### config.mk
export PLATFORM = sky130hd
export DESIGN_NAME = pipelined_function_unit
export DESIGN_NICKNAME = d
export VERILOG_FILES = /design/src/rtl/pipelined_function_unit.sv
export SDC_FILE = /design/constraint.sdc
export NUM_CORES = 1
export LEC_CHECK = 0
export BUFFER_PORTS_ARGS = -buffer_cell sky130_fd_sc_hd__buf_2
export CORE_UTILIZATION = 40
export CTS_CLUSTER_SIZE = 25
export DETAILED_ROUTE_END_ITERATION = 12
export HOLD_SLACK_MARGIN = 0.12
export PLACE_DENSITY = 0.52
export REMOVE_ABC_BUFFERS = 1
export SETUP_SLACK_MARGIN = 0.4
export SYNTH_ARGS = -nofsm -noshare
export SYNTH_HDL_FRONTEND = slang
export SYNTH_SLANG_ARGS = --single-unit
### constraint.sdc
create_clock -name clk -period 8.74 [get_ports clk]
set_input_delay 1.311 -clock clk [delete_from_list [all_inputs] [get_ports clk]]
set_output_delay 1.311 -clock clk [all_outputs]
set_load 0.02 [all_outputs]
### src/rtl/pipelined_function_unit.sv
// Registered ALU/shift/compare unit with an iterative shift-add multiplier and restoring divider.
// Valid/ready handshake on both sides; single-cycle ops return in one cycle, mul/div in WIDTH+1.
module pipelined_function_unit #(
  parameter int WIDTH     = 32,
  parameter bit MULDIV_EN = 1'b1
) (
  input  logic             clk,
  input  logic             rst_n,
  input  logic             flush,
  input  logic             in_valid,
  output logic             in_ready,
  input  logic [WIDTH-1:0] A,
  input  logic [WIDTH-1:0] B,
  input  logic [3:0]       FS,
  output logic             out_valid,
  input  logic             out_ready,
  output logic [WIDTH-1:0] Result,
  output logic             Z,
  output logic             C,
  output logic             V,
  output logic             busy
);

  localparam int SHW = $clog2(WIDTH);
  localparam logic [1:0] S_IDLE = 2'd0;
  localparam logic [1:0] S_BUSY = 2'd1;
  localparam logic [1:0] S_DONE = 2'd2;

  logic [1:0]       r_state;
  logic             r_out_valid;
  logic             r_busy;
  logic [WIDTH-1:0] r_result;
  logic             r_z;
  logic             r_c;
  logic             r_v;
  logic [SHW-1:0]   r_cnt;
  logic [WIDTH-1:0] r_acc;
  logic [WIDTH-1:0] r_q;
  logic [WIDTH-1:0] r_m;
  logic             r_op_mul;
  logic             r_op_hi;

  logic             w_accept;
  logic             w_is_iter;
  logic [WIDTH:0]   w_sum;
  logic [WIDTH:0]   w_diff;
  logic [WIDTH-1:0] w_alu_res;
  logic             w_alu_c;
  logic             w_alu_v;
  logic [WIDTH:0]   w_step_add;
  logic [WIDTH:0]   w_step_sh;
  logic [WIDTH:0]   w_step_sub;
  logic [WIDTH-1:0] w_acc_nxt;
  logic [WIDTH-1:0] w_q_nxt;
  logic [WIDTH-1:0] w_iter_res;

  assign in_ready  = (r_state == S_IDLE) || ((r_state == S_DONE) && out_ready);
  assign w_accept  = in_valid && in_ready;
  assign w_is_iter = MULDIV_EN && (FS >= 4'd10) && (FS <= 4'd13);
  assign w_sum     = {1'b0, A} + {1'b0, B};
  assign w_diff    = {1'b0, A} - {1'b0, B};

  assign out_valid = r_out_valid;
  assign busy      = r_busy;
  assign Result    = r_result;
  assign Z         = r_z;
  assign C         = r_c;
  assign V         = r_v;

  // Single-cycle datapath evaluated on the live operands
  always_comb begin
    w_alu_res = {WIDTH{1'b0}};
    w_alu_c   = 1'b0;
    w_alu_v   = 1'b0;
    case (FS)
      4'd0: begin
        w_alu_res = w_sum[WIDTH-1:0];
        w_alu_c   = w_sum[WIDTH];
        w_alu_v   = (A[WIDTH-1] == B[WIDTH-1]) && (w_sum[WIDTH-1] != A[WIDTH-1]);
      end
      4'd1: begin
        w_alu_res = w_diff[WIDTH-1:0];
        w_alu_c   = ~w_diff[WIDTH];
        w_alu_v   = (A[WIDTH-1] != B[WIDTH-1]) && (w_diff[WIDTH-1] != A[WIDTH-1]);
      end
      4'd2:    w_alu_res = A & B;
      4'd3:    w_alu_res = A | B;
      4'd4:    w_alu_res = A ^ B;
      4'd5:    w_alu_res = A << B[SHW-1:0];
      4'd6:    w_alu_res = A >> B[SHW-1:0];
      4'd7:    w_alu_res = $signed(A) >>> B[SHW-1:0];
      4'd8:    w_alu_res = {{(WIDTH-1){1'b0}}, ($signed(A) < $signed(B))};
      4'd9:    w_alu_res = {{(WIDTH-1){1'b0}}, (A < B)};
      default: w_alu_res = {WIDTH{1'b0}};
    endcase
  end

  // One multiply (shift-add) or divide (restoring) step; acc holds high product / remainder
  always_comb begin
    w_step_add = {1'b0, r_acc} + {1'b0, r_m};
    w_step_sh  = {r_acc, r_q[WIDTH-1]};
    w_step_sub = w_step_sh - {1'b0, r_m};
    w_acc_nxt  = r_acc;
    w_q_nxt    = r_q;
    if (r_op_mul) begin
      if (r_q[0]) begin
        {w_acc_nxt, w_q_nxt} = {w_step_add, r_q[WIDTH-1:1]};
      end else begin
        {w_acc_nxt, w_q_nxt} = {1'b0, r_acc, r_q[WIDTH-1:1]};
      end
    end else if (!w_step_sub[WIDTH]) begin
      w_acc_nxt = w_step_sub[WIDTH-1:0];
      w_q_nxt   = {r_q[WIDTH-2:0], 1'b1};
    end else begin
      w_acc_nxt = w_step_sh[WIDTH-1:0];
      w_q_nxt   = {r_q[WIDTH-2:0], 1'b0};
    end
    w_iter_res = r_op_hi ? w_acc_nxt : w_q_nxt;
  end

  // Control FSM, operand capture and registered result/flags
  always_ff @(posedge clk or negedge rst_n) begin
    if (!rst_n) begin
      r_state     <= S_IDLE;
      r_out_valid <= 1'b0;
      r_busy      <= 1'b0;
      r_result    <= {WIDTH{1'b0}};
      r_z         <= 1'b0;
      r_c         <= 1'b0;
      r_v         <= 1'b0;
      r_cnt       <= {SHW{1'b0}};
      r_acc       <= {WIDTH{1'b0}};
      r_q         <= {WIDTH{1'b0}};
      r_m         <= {WIDTH{1'b0}};
      r_op_mul    <= 1'b0;
      r_op_hi     <= 1'b0;
    end else if (flush) begin
      r_state     <= S_IDLE;
      r_out_valid <= 1'b0;
      r_busy      <= 1'b0;
      r_cnt       <= {SHW{1'b0}};
    end else begin
      case (r_state)
        S_BUSY: begin
          r_acc <= w_acc_nxt;
          r_q   <= w_q_nxt;
          if (r_cnt == {SHW{1'b0}}) begin
            r_state     <= S_DONE;
            r_out_valid <= 1'b1;
            r_busy      <= 1'b0;
            r_result    <= w_iter_res;
            r_z         <= (w_iter_res == {WIDTH{1'b0}});
            r_c         <= 1'b0;
            r_v         <= 1'b0;
          end else begin
            r_cnt <= r_cnt - {{(SHW-1){1'b0}}, 1'b1};
          end
        end
        S_IDLE, S_DONE: begin
          if (w_accept && w_is_iter) begin
            // FS[2] clear selects MUL/MULHU, set selects DIVU/REMU; FS[0] picks the high half
            r_state     <= S_BUSY;
            r_out_valid <= 1'b0;
            r_busy      <= 1'b1;
            r_cnt       <= SHW'(WIDTH - 1);
            r_op_mul    <= ~FS[2];
            r_op_hi     <= FS[0];
            r_m         <= FS[2] ? B : A;
            r_q         <= FS[2] ? A : B;
            r_acc       <= {WIDTH{1'b0}};
          end else if (w_accept) begin
            r_state     <= S_DONE;
            r_out_valid <= 1'b1;
            r_result    <= w_alu_res;
            r_z         <= (w_alu_res == {WIDTH{1'b0}});
            r_c         <= w_alu_c;
            r_v         <= w_alu_v;
          end else if ((r_state == S_DONE) && !out_ready) begin
            r_state <= S_DONE;
          end else begin
            r_state     <= S_IDLE;
            r_out_valid <= 1'b0;
          end
        end
        default: begin
          r_state     <= S_IDLE;
          r_out_valid <= 1'b0;
          r_busy      <= 1'b0;
        end
      endcase
    end
  end

endmodule
Yosys cells after proc, flatten, opt, wreduce, memory -nomap -nowiden
Index checks and enable logic that the tools add are counted.
{"block": "op_classes", "n_bitwise": 6, "reduce_logical": 23, "shifts": 3, "magnitude_cmp": 4, "add_sub_neg": 5, "eq_ne": 23, "muxes": 50}
{"operator": "$mux 32", "count": 13}
{"operator": "$pmux 32 s10", "count": 1}
{"operator": "$pmux 32 s2", "count": 3}
{"operator": "$add 32x32->33", "count": 2}
{"operator": "$logic_not 32->1", "count": 2}
{"operator": "$lt 32x32->1", "count": 2}
{"operator": "$sub 32x32->33", "count": 1}
{"operator": "$sub 33x32->33", "count": 1}
{"operator": "$and 32x32->32", "count": 1}
{"operator": "$or 32x32->32", "count": 1}
{"operator": "$shl 32x5->32", "count": 1}
{"operator": "$shr 32x5->32", "count": 1}
{"operator": "$sshr 32x5->32", "count": 1}
{"operator": "$xor 32x32->32", "count": 1}
{"operator": "$eq 4x3->1 const B", "count": 4}
{"operator": "$mux 1", "count": 16}
{"operator": "$mux 5", "count": 3}
{"operator": "$pmux 1 s2", "count": 7}
{"operator": "$mux 2", "count": 5}
{"operator": "$pmux 5 s2", "count": 1}
{"operator": "$ne 3x3->1 const B", "count": 3}
{"operator": "$reduce_and 3->1", "count": 3}
{"operator": "$eq 4x2->1 const B", "count": 2}
{"operator": "$eq 4x4->1 const B", "count": 2}
{"operator": "23 further kinds", "count": 37}
{"block": "totals", "elab_cells": 127, "input_bits": 73, "register_bits": 142, "out_inout_bits": 38}

Logic depth before layout (Yosys ltp)
Gate-level depths: netlist (run 1).
{"block": "depth", "ltp_word": 8, "depth_mapped": 18, "mapped_depth_nobuf": 16}

Least setup slack after synthesis (run 1)
Ideal clock, no wire load.
{"block": "synth_timing", "path_kind": "in2reg", "start": "in B[2]", "end": "reg r_z (netlist: Z)", "slack_ps": 3614, "required_time_ps": 8674, "setup_time_ps": 66, "cell_stages": 17, "arrival_time_ps": 5060, "n_path_buf": 4, "path_cell_list": "buf_2 > inv_1 > clkbuf_1 > clkbuf_1 > ha_1 > buf_2 > or4_4 > a211oi_2 > nor3_2 > a2111oi_4 > o21a_1 > or4_1 > nand4_1 > a2111oi_0 > nand4_1 > o21a_1 > nand2_1"}
{"block": "synth_between", "elab_chain_cells": 6}
{"item": "start: declaration", "line": "13", "rtl": "input logic [WIDTH-1:0] B,"}
{"item": "$sub 32x32->33, or another cell as far along", "line": "61", "rtl": "assign w_diff = {1'b0, A} - {1'b0, B};"}
{"item": "$pmux 32 s10 (*)", "line": "75", "rtl": "case (FS)"}
{"item": "$logic_not 32->1 (*)", "line": "175", "rtl": "r_z <= (w_alu_res == {WIDTH{1'b0}});"}
{"item": "$mux 1 (*)", "line": "171", "rtl": "end else if (w_accept) begin"}
{"item": "$mux 1 (*)", "line": "160", "rtl": "if (w_accept && w_is_iter) begin"}
{"item": "$pmux 1 s2 (*)", "line": "143", "rtl": "case (r_state)"}
{"item": "end signal: assignment", "line": "152", "rtl": "r_z <= (w_iter_res == {WIDTH{1'b0}});"}
{"item": "end signal: assignment", "line": "175"}
{"item": "end: declaration", "line": "33", "rtl": "logic r_z;"}
Mark *: on every way between the ends. The rest lies on a longest branch, timed or not. The select of a mux whose other input is x is not followed.
A chain may end at the register's enable or synchronous reset.

Final worst setup path (run 1)
{"block": "layout_timing", "start": "in B[3]", "end": "reg r_z (netlist: Z)"}
The elaborated chain is that of the path after synthesis.

==> impl_results.md, run 1 <==
- Clock share of power: between 10% and 20%
- Fmax: around 0.17 GHz
- Critical path depth: 15
- Worst Reg-to-Reg Cells: 17
- Min-Delay Path Class: flip-flop to flip-flop
- Ratio of cells with drive above 1 in the final layout: about 11%
- Final setup viols: 0
- RSZ-0062 raised after global routing: false
- Nets: around 3,300
- Outcome: complete, no violations
- WP buf/inv: 2
- Max Root-Sink Buffers: 2
- Post-DP HPWL: 87,000 um
- Worst hold slack: around 0.48 ns
- H-Tree Level Count: 4
- Worst Path Arrival: 6.26 ns
- Die width: between 200 and 250 um
- Worst path cell trace: buf_2 > clkinv_1 > ha_1 > nor3b_1 > nor3_1 > a211oi_2 > nor3_2 > nor4_4 > o21a_1 > o41ai_1 > o211ai_1 > a21oi_1 > nand4_1 > o21a_1 > nand2_1
- Syn Inst Count: between 3,000 and 4,000
- Layout area overhead: 6.79%
- Max incr delay on CP: around 0.74 ns
- Max IR drop VDD: 0.213 mV
- Net Sw Power: 0.00367 W
- Synth Area per Inst: roughly 7.3 um2
- Critical Path Most Common Cell: o21a_1
- Max-Cap Viols: 0
- Slew Limit Fails: 0
- CTS tree: yes
- FF+latch count, synth: between 100 and 150
- Drt pass-1 iters: 9
- Hold Crit Depth: 2
- P_int: 0.00298 W
- Post-synth top area share: about 16%
- Power density cells: 274 nW/um2
- Drt wl/cell: between 20 and 30 um
- Synth cell count leaders: nand2_1 (357), o21ai_0 (265), nor2_1 (262)
- GR Util All Layers: between 30% and 40%
- Vias in the first global route: 23,799
- Top-Level Pins: approximately 110
- Initial antenna violation count: 4
- Core Area: roughly 56,000 um2
- Setup Skew: between 0.01 and 0.015 ns
- Multi-input logic area: 17,600 um2
- Largest net degree at the start of global routing: 85
- Vias per inst: roughly 6.6
- Total routed wirelength: between 100,000 and 150,000 um
- Ys flop type: dfrtp_1
- TritonCTS buffer count: 17
- Worst-skew pair later-pin latency: approximately 0.45 ns
- Post-CTS setup buffers: 0
- Worst slew pin tran: 1.14 ns
- Syn. warnings: 0
- Crit path max-delay family: compound AO/OA/AOI/OAI gates
- Synth area leaders: dfrtp_1 (16%), ha_1 (9.4%), mux2i_1 (6.7%), nand2_1 (5.9%), o21ai_0 (5.8%)
- GP Congestion: between 1 and 1.5
- CTS clk-pin slew, worst paths: around 0.06 ns
- # port buffers: 110
- Crit Path Max Fanout: 29
- Endpoints failing hold: 0
- Fillers: 5,948
- Total congestion overflow: 0
- DRT iter0 DRCs: around 2,700
- Die footprint: a little under 60,000 um2
- Top-count cell post-synth: nand2_1
- Post-synth EDFFs: 0
- Hold-fix buffers, CTS: 0
- Leading area contributor after synthesis: dfrtp_1
- Seq/Total Area, Yosys: 15.6%
- CTS root buf: clkbuf_16
- Global-route wire length before repair: 162,000 um
- Slowest stage cell on the critical path: nor3_2
- Static leakage: between 10 and 15 nW
- Worst setup margin: ~2.9 ns
- Slew headroom: between 20% and 30%
- Mapped cell area: ~23,000 um2
- Resize count post-CTS: 0
- Async S/R FF share, synth: 100%
- DRC Markers: 0
- Cell row count: 87
- Net Sw Frac: between 50% and 60%
- Post-Place Cell Area: 23,700 um2
- Fin area: 24,300 um2
- Initial Util: 40.4%
- Fin crit share: around two thirds
- Tmin final: just under 6 ns
- Share of total power in combinational logic: a little under three quarters
- Setup crit start kind: input pin
- Chip height: ~240 um
- Clock sinks: roughly 140
- Worst EP required: a little over 9 ns
- Fin Setup TNS: 0 ns
- Critical path class: input pin to flip-flop
- Sequential cell area: 3560 um2
- Final ANT Viol Nets: 0
- Flop pwr share: 17.6%
- DP Worst Slack: roughly 2.7 ns
- Distinct cells, synth: around 110
- Setup crit end kind: flip-flop
- Vias: about 25,000
## placed cells by master, fill, tap and decap left out, drive strengths merged, types with 30 or more instances in the layout
cell type	count
a211oi	60
a21o	49
a21oi	254
a221oi	30
buf	169
dfrtp	142
ha	171
inv	151
mux2	47
mux2i	154
mux4	31
nand2	357
nand3	74
nand4	37
nor2	263
nor2b	35
nor3	69
o211ai	54
o21ai	288
o31ai	30
xnor2	43
## sequential cells by signal, summed over array words and instances, names as in the netlist
| name | cells |
|---|---|
| C | 1 |
| V | 1 |
| r_m | 32 |
| r_op_mul | 1 |
| Result | 32 |
| r_q | 32 |
| r_state | 2 |
| out_valid | 1 |
| busy | 1 |
| Z | 1 |
| r_acc | 32 |
| r_op_hi | 1 |
| r_cnt | 5 |
## routing by layer
layer	vias up	share of wire, %	wire, um	GRT usage (%)
li1	11436	-	-	-
met1	12313	42	46700	49.8
met2	1263	45	50000	60.3
met3	287	7.6	8520	5.55
met4	6	5.8	6500	20.4
met5	-	0.072	80	0
## worst reg2reg max path, stage by stage (launching register included)
cell      delay [ns]
dfrtp_1         0.46
inv_1           0.11
ha_1            0.21
inv_1           0.07
fa_1            0.43
a211oi_1        0.35
o21ai_1         0.20
a21o_1          0.28
o211ai_1        0.30
a21oi_1         0.15
nor2_2          0.62
buf_4           0.38
mux2_2          0.43
a211oi_1        0.68
nand4_1         0.17
nor3_1          0.38
nand4_1         0.27
nand2_1         0.13
## cell families after synthesis
group                      share of synthesized area (%)
adders and majority gates                           9.76
buffers and inverters                               7.26
AOI/OAI and AO/OA                                   31.9
and+or+nand+nor                                     20.7
xor gates and xnor gates                            2.47
DFF                                                 15.6
muxes                                               12.3
## stage by stage
stage | total power, W | std cells | util [%]
after floorplan | 0.00416 | 2860 | -
after global placement | 0.00570 | 3785 | 42.1
after detailed placement | 0.00573 | 3785 | 42.1
after CTS | 0.00653 | 3817 | 43.1
after global routing | 0.00706 | 3817 | 43.1
final | 0.00665 | 3819 | 43.1
## final timing paths
check	from	to	slack [ns]
setup / recovery	B[3]	Z	2.87
hold / removal	Result[29]	Result[29]	0.48
setup reg to reg	r_q[31]	Z	3.08
hold reg to reg	Result[29]	Result[29]	0.48
max in group asynchronous	rst_n	r_op_mul	6.28
min in group asynchronous	rst_n	r_m[28]	0.87
## final cells by class
| class | count | share of cell area, % |
|---|---|---|
| Antenna cell | 2 | 0.0206 |
| Clock buffer | 21 | 1.90 |
| Sequential cell | 142 | 14.7 |
| Timing Repair Buffer | 169 | 4.14 |
| Multi-Input combinational cell | 2564 | 72.4 |
| Clock inverter | 11 | 0.577 |
| Tap cell | 756 | 3.90 |
| Inverter | 154 | 2.38 |
## power groups by stage
stage               Sequential [W]  Clock, W  Combinational, W
floorplan                  0.00116         0           0.00300
global placement           0.00117         0           0.00453
detailed placement         0.00117         0           0.00456
CTS                        0.00116  0.000779           0.00459
global route               0.00120  0.000806           0.00506
finish                     0.00117  0.000766           0.00471
No activity file was read; power rests on OpenSTA's default activity.
==> inputs of run 2 (changes only) <==
==> constraint.sdc (replaced) <==
create_clock -name clk -period 5.45 [get_ports clk]
set_input_delay 0.8175 -clock clk [delete_from_list [all_inputs] [get_ports clk]]
set_output_delay 0.8175 -clock clk [all_outputs]
set_load 0.02 [all_outputs]
==> impl_results.md, run 2 (same netlist as run 1, synthesis figures left out) <==
- Chip height: 240 um (unchanged)
- Layout area overhead: 9.16%
- RSZ-0062 raised after global routing: false
- Ratio of cells with drive above 1 in the final layout: 13.3% (+1.9 points)
- Post-DP HPWL: 92,200 um (+5.9%)
- DP Worst Slack: -0.180 ns (-2.84 ns)
- Worst slew pin tran: 1.03 ns (-0.109 ns)
- Max IR drop VDD: 0.215 mV (+0.91%)
- Hold-fix buffers, CTS: 0 (unchanged)
- Max incr delay on CP: 0.51 ns (-0.23 ns)
- Worst Path Arrival: 5.34 ns (-0.92 ns)
- Die width: 240 um (unchanged)
- Endpoints failing hold: 0 (unchanged)
- GP Congestion: 1.05 (+0.97%)
- Critical path class: flip-flop to flip-flop
- DRT iter0 DRCs: 3,014 (+10%)
- Slowest stage cell on the critical path: dfrtp_1
- TritonCTS buffer count: 17 (unchanged)
- Largest net degree at the start of global routing: 64 (-25%)
- CTS root buf: clkbuf_16
- Fmax: a little over 0.2 GHz
- Drt wl/cell: 30.2 um (+3.1%)
- Layout Utilization: 44.1% (+0.96 points)
- Setup Skew: 0.0124 ns (+0.00173 ns)
- Max-Cap Viols: 0 (unchanged)
- Setup crit start kind: flip-flop
- Reg2Reg Setup Slack: 0.51 ns (-2.57 ns)
- Initial Util: 40.4% (unchanged)
- Setup crit end kind: flip-flop
- Outcome: complete, no violations
- Vias in the first global route: 24,534 (+3.1%)
- DRC Markers: 0 (unchanged)
- Core Area: 56,300 um2 (unchanged)
- Critical Path Most Common Cell: inv_1
- Total congestion overflow: 0 (unchanged)
- Tmin final: between 4 and 5 ns
- GR Util All Layers: 39.8% (+1.7 points)
- Nets: 3,359 (+1.9%)
- Clock sinks: 142 (unchanged)
- Worst setup margin: 0.505 ns (-2.37 ns)
- Drt pass-1 iters: 6 (-3)
- Final ANT Viol Nets: 0 (unchanged)
- Slew Limit Fails: 0 (unchanged)
- Crit path max-delay family: compound AO/OA/AOI/OAI gates
- Die footprint: 57,800 um2 (unchanged)
- Static leakage: 10.8 nW (+3.0%)
- Slew headroom: 29.3% (+6.0 points)
- # port buffers: 110 (unchanged)
- Worst EP required: 5.85 ns (-3.28 ns)
- WP buf/inv: 2 (unchanged)
- Commonest non-fill, non-tap cell in the layout: nand2_1
- Worst-skew pair later-pin latency: 0.46 ns (about the same)
- Worst path cell trace: inv_1 > ha_1 > inv_1 > fa_1 > a211oi_1 > o21ai_1 > a21o_1 > o211ai_1 > nand3_1 > nand2_2 > mux2_2 > o21ai_0 > o2111ai_1 > nor4b_2 > nand4_1 > nand2_1
- Initial antenna violation count: 3 (-1)
- Leading cell types in the layout, fill and taps excluded: nand2_1 (356), o21ai_0 (265), nor2_1 (261)
- Final setup viols: 0 (unchanged)
- CTS tree: yes
- H-Tree Level Count: 4 (unchanged)
- Max Root-Sink Buffers: 2 (unchanged)
- Top-Level Pins: 111 (unchanged)
- Power density cells: 433 nW/um2 (+58%)
- Total routed wirelength: 117,000 um (+4.7%)
- Crit Path Max Fanout: 8 (-72%)
- Inserted Diodes: 0 (-2)
- Min-Delay Path Class: input pin to async pin
- CTS clk-pin slew, worst paths: 0.07 ns (about the same)
- Cell row count: 87 (unchanged)
- Global-route wire length before repair: 168,000 um (+3.8%)
- Vias: 25,950 (+2.5%)
- Vias per inst: 6.69 (+0.94%)
- Fin crit share: around nine tenths
[run 2: power breakdown]
part	total, W	leakage, nW	switching (W)	internal [W]
clock	0.00124	0.279	0.000523	0.000714
combinational	0.00756	8.70	0.00484	0.00271
sequential	0.00196	1.82	0.000567	0.00139
total	0.0108	10.8	0.00594	0.00482
[run 2: layer usage]
metal  track usage [%]  part of all wire, %  wire length [um]  up-vias
met5                 0                0.012                14        -
met4              22.1                  6.1              7190        2
met3              6.54                  8.3              9720      307
met2              64.3                   46             53300     1439
met1              50.2                   40             46900    12656
li1                  -                    -                 -    11546
[run 2: worst reg2reg max path, delay by kind of cell (launching register included)]
kind | cells | cell delay (ns)
adder cells (fa/ha/maj) | 2 | 0.61
AND/OR/NAND/NOR | 5 | 1.17
multiplexers | 1 | 0.36
buffers and inverters | 2 | 0.19
flip-flops | 1 | 0.51
AO/OA/AOI/OAI | 6 | 2.05
[run 2: final timing paths]
kind | from | end | cells after the start
min reg2reg | Result[6] | Result[6] | 2
max | r_q[31] | Z | 16
min in group clk | Result[6] | Result[6] | 2
max reg2reg | r_q[31] | Z | 16
max in group asynchronous | rst_n | r_op_mul | 2
min | rst_n | r_m[24] | 1
[run 2: layout make-up]
cell class / instances / area, um2
fill: 5915 / 31500
multi-input combinational: 2564 / 17600
sequential: 142 / 3560
timing repair buffer: 232 / 1530
tap: 756 / 946
inverter: 154 / 578
clock buffer: 21 / 470
clock inverter: 11 / 133
[run 2: repair_timing]
action | CTS | global route
gates resized for setup | 3 | 3
gates cloned | 0 | 0
setup buffers | 0 | 0
setup endpoints to repair | 1 | 1
[run 2: through the flow]
stage                     total power (W)  std cells  hold slack [ns]  cell area [um2]  setup TNS (ns)
final                              0.0108       3880            0.299            24800               0
after global routing               0.0114       3880            0.337            24800               0
after CTS                          0.0105       3880            0.320            24800               0
after detailed placement          0.00923       3848            0.458            24200          -0.180
after global placement            0.00919       3848            0.462            24200          -0.150
after floorplan                   0.00667       2860            0.462            21700               0
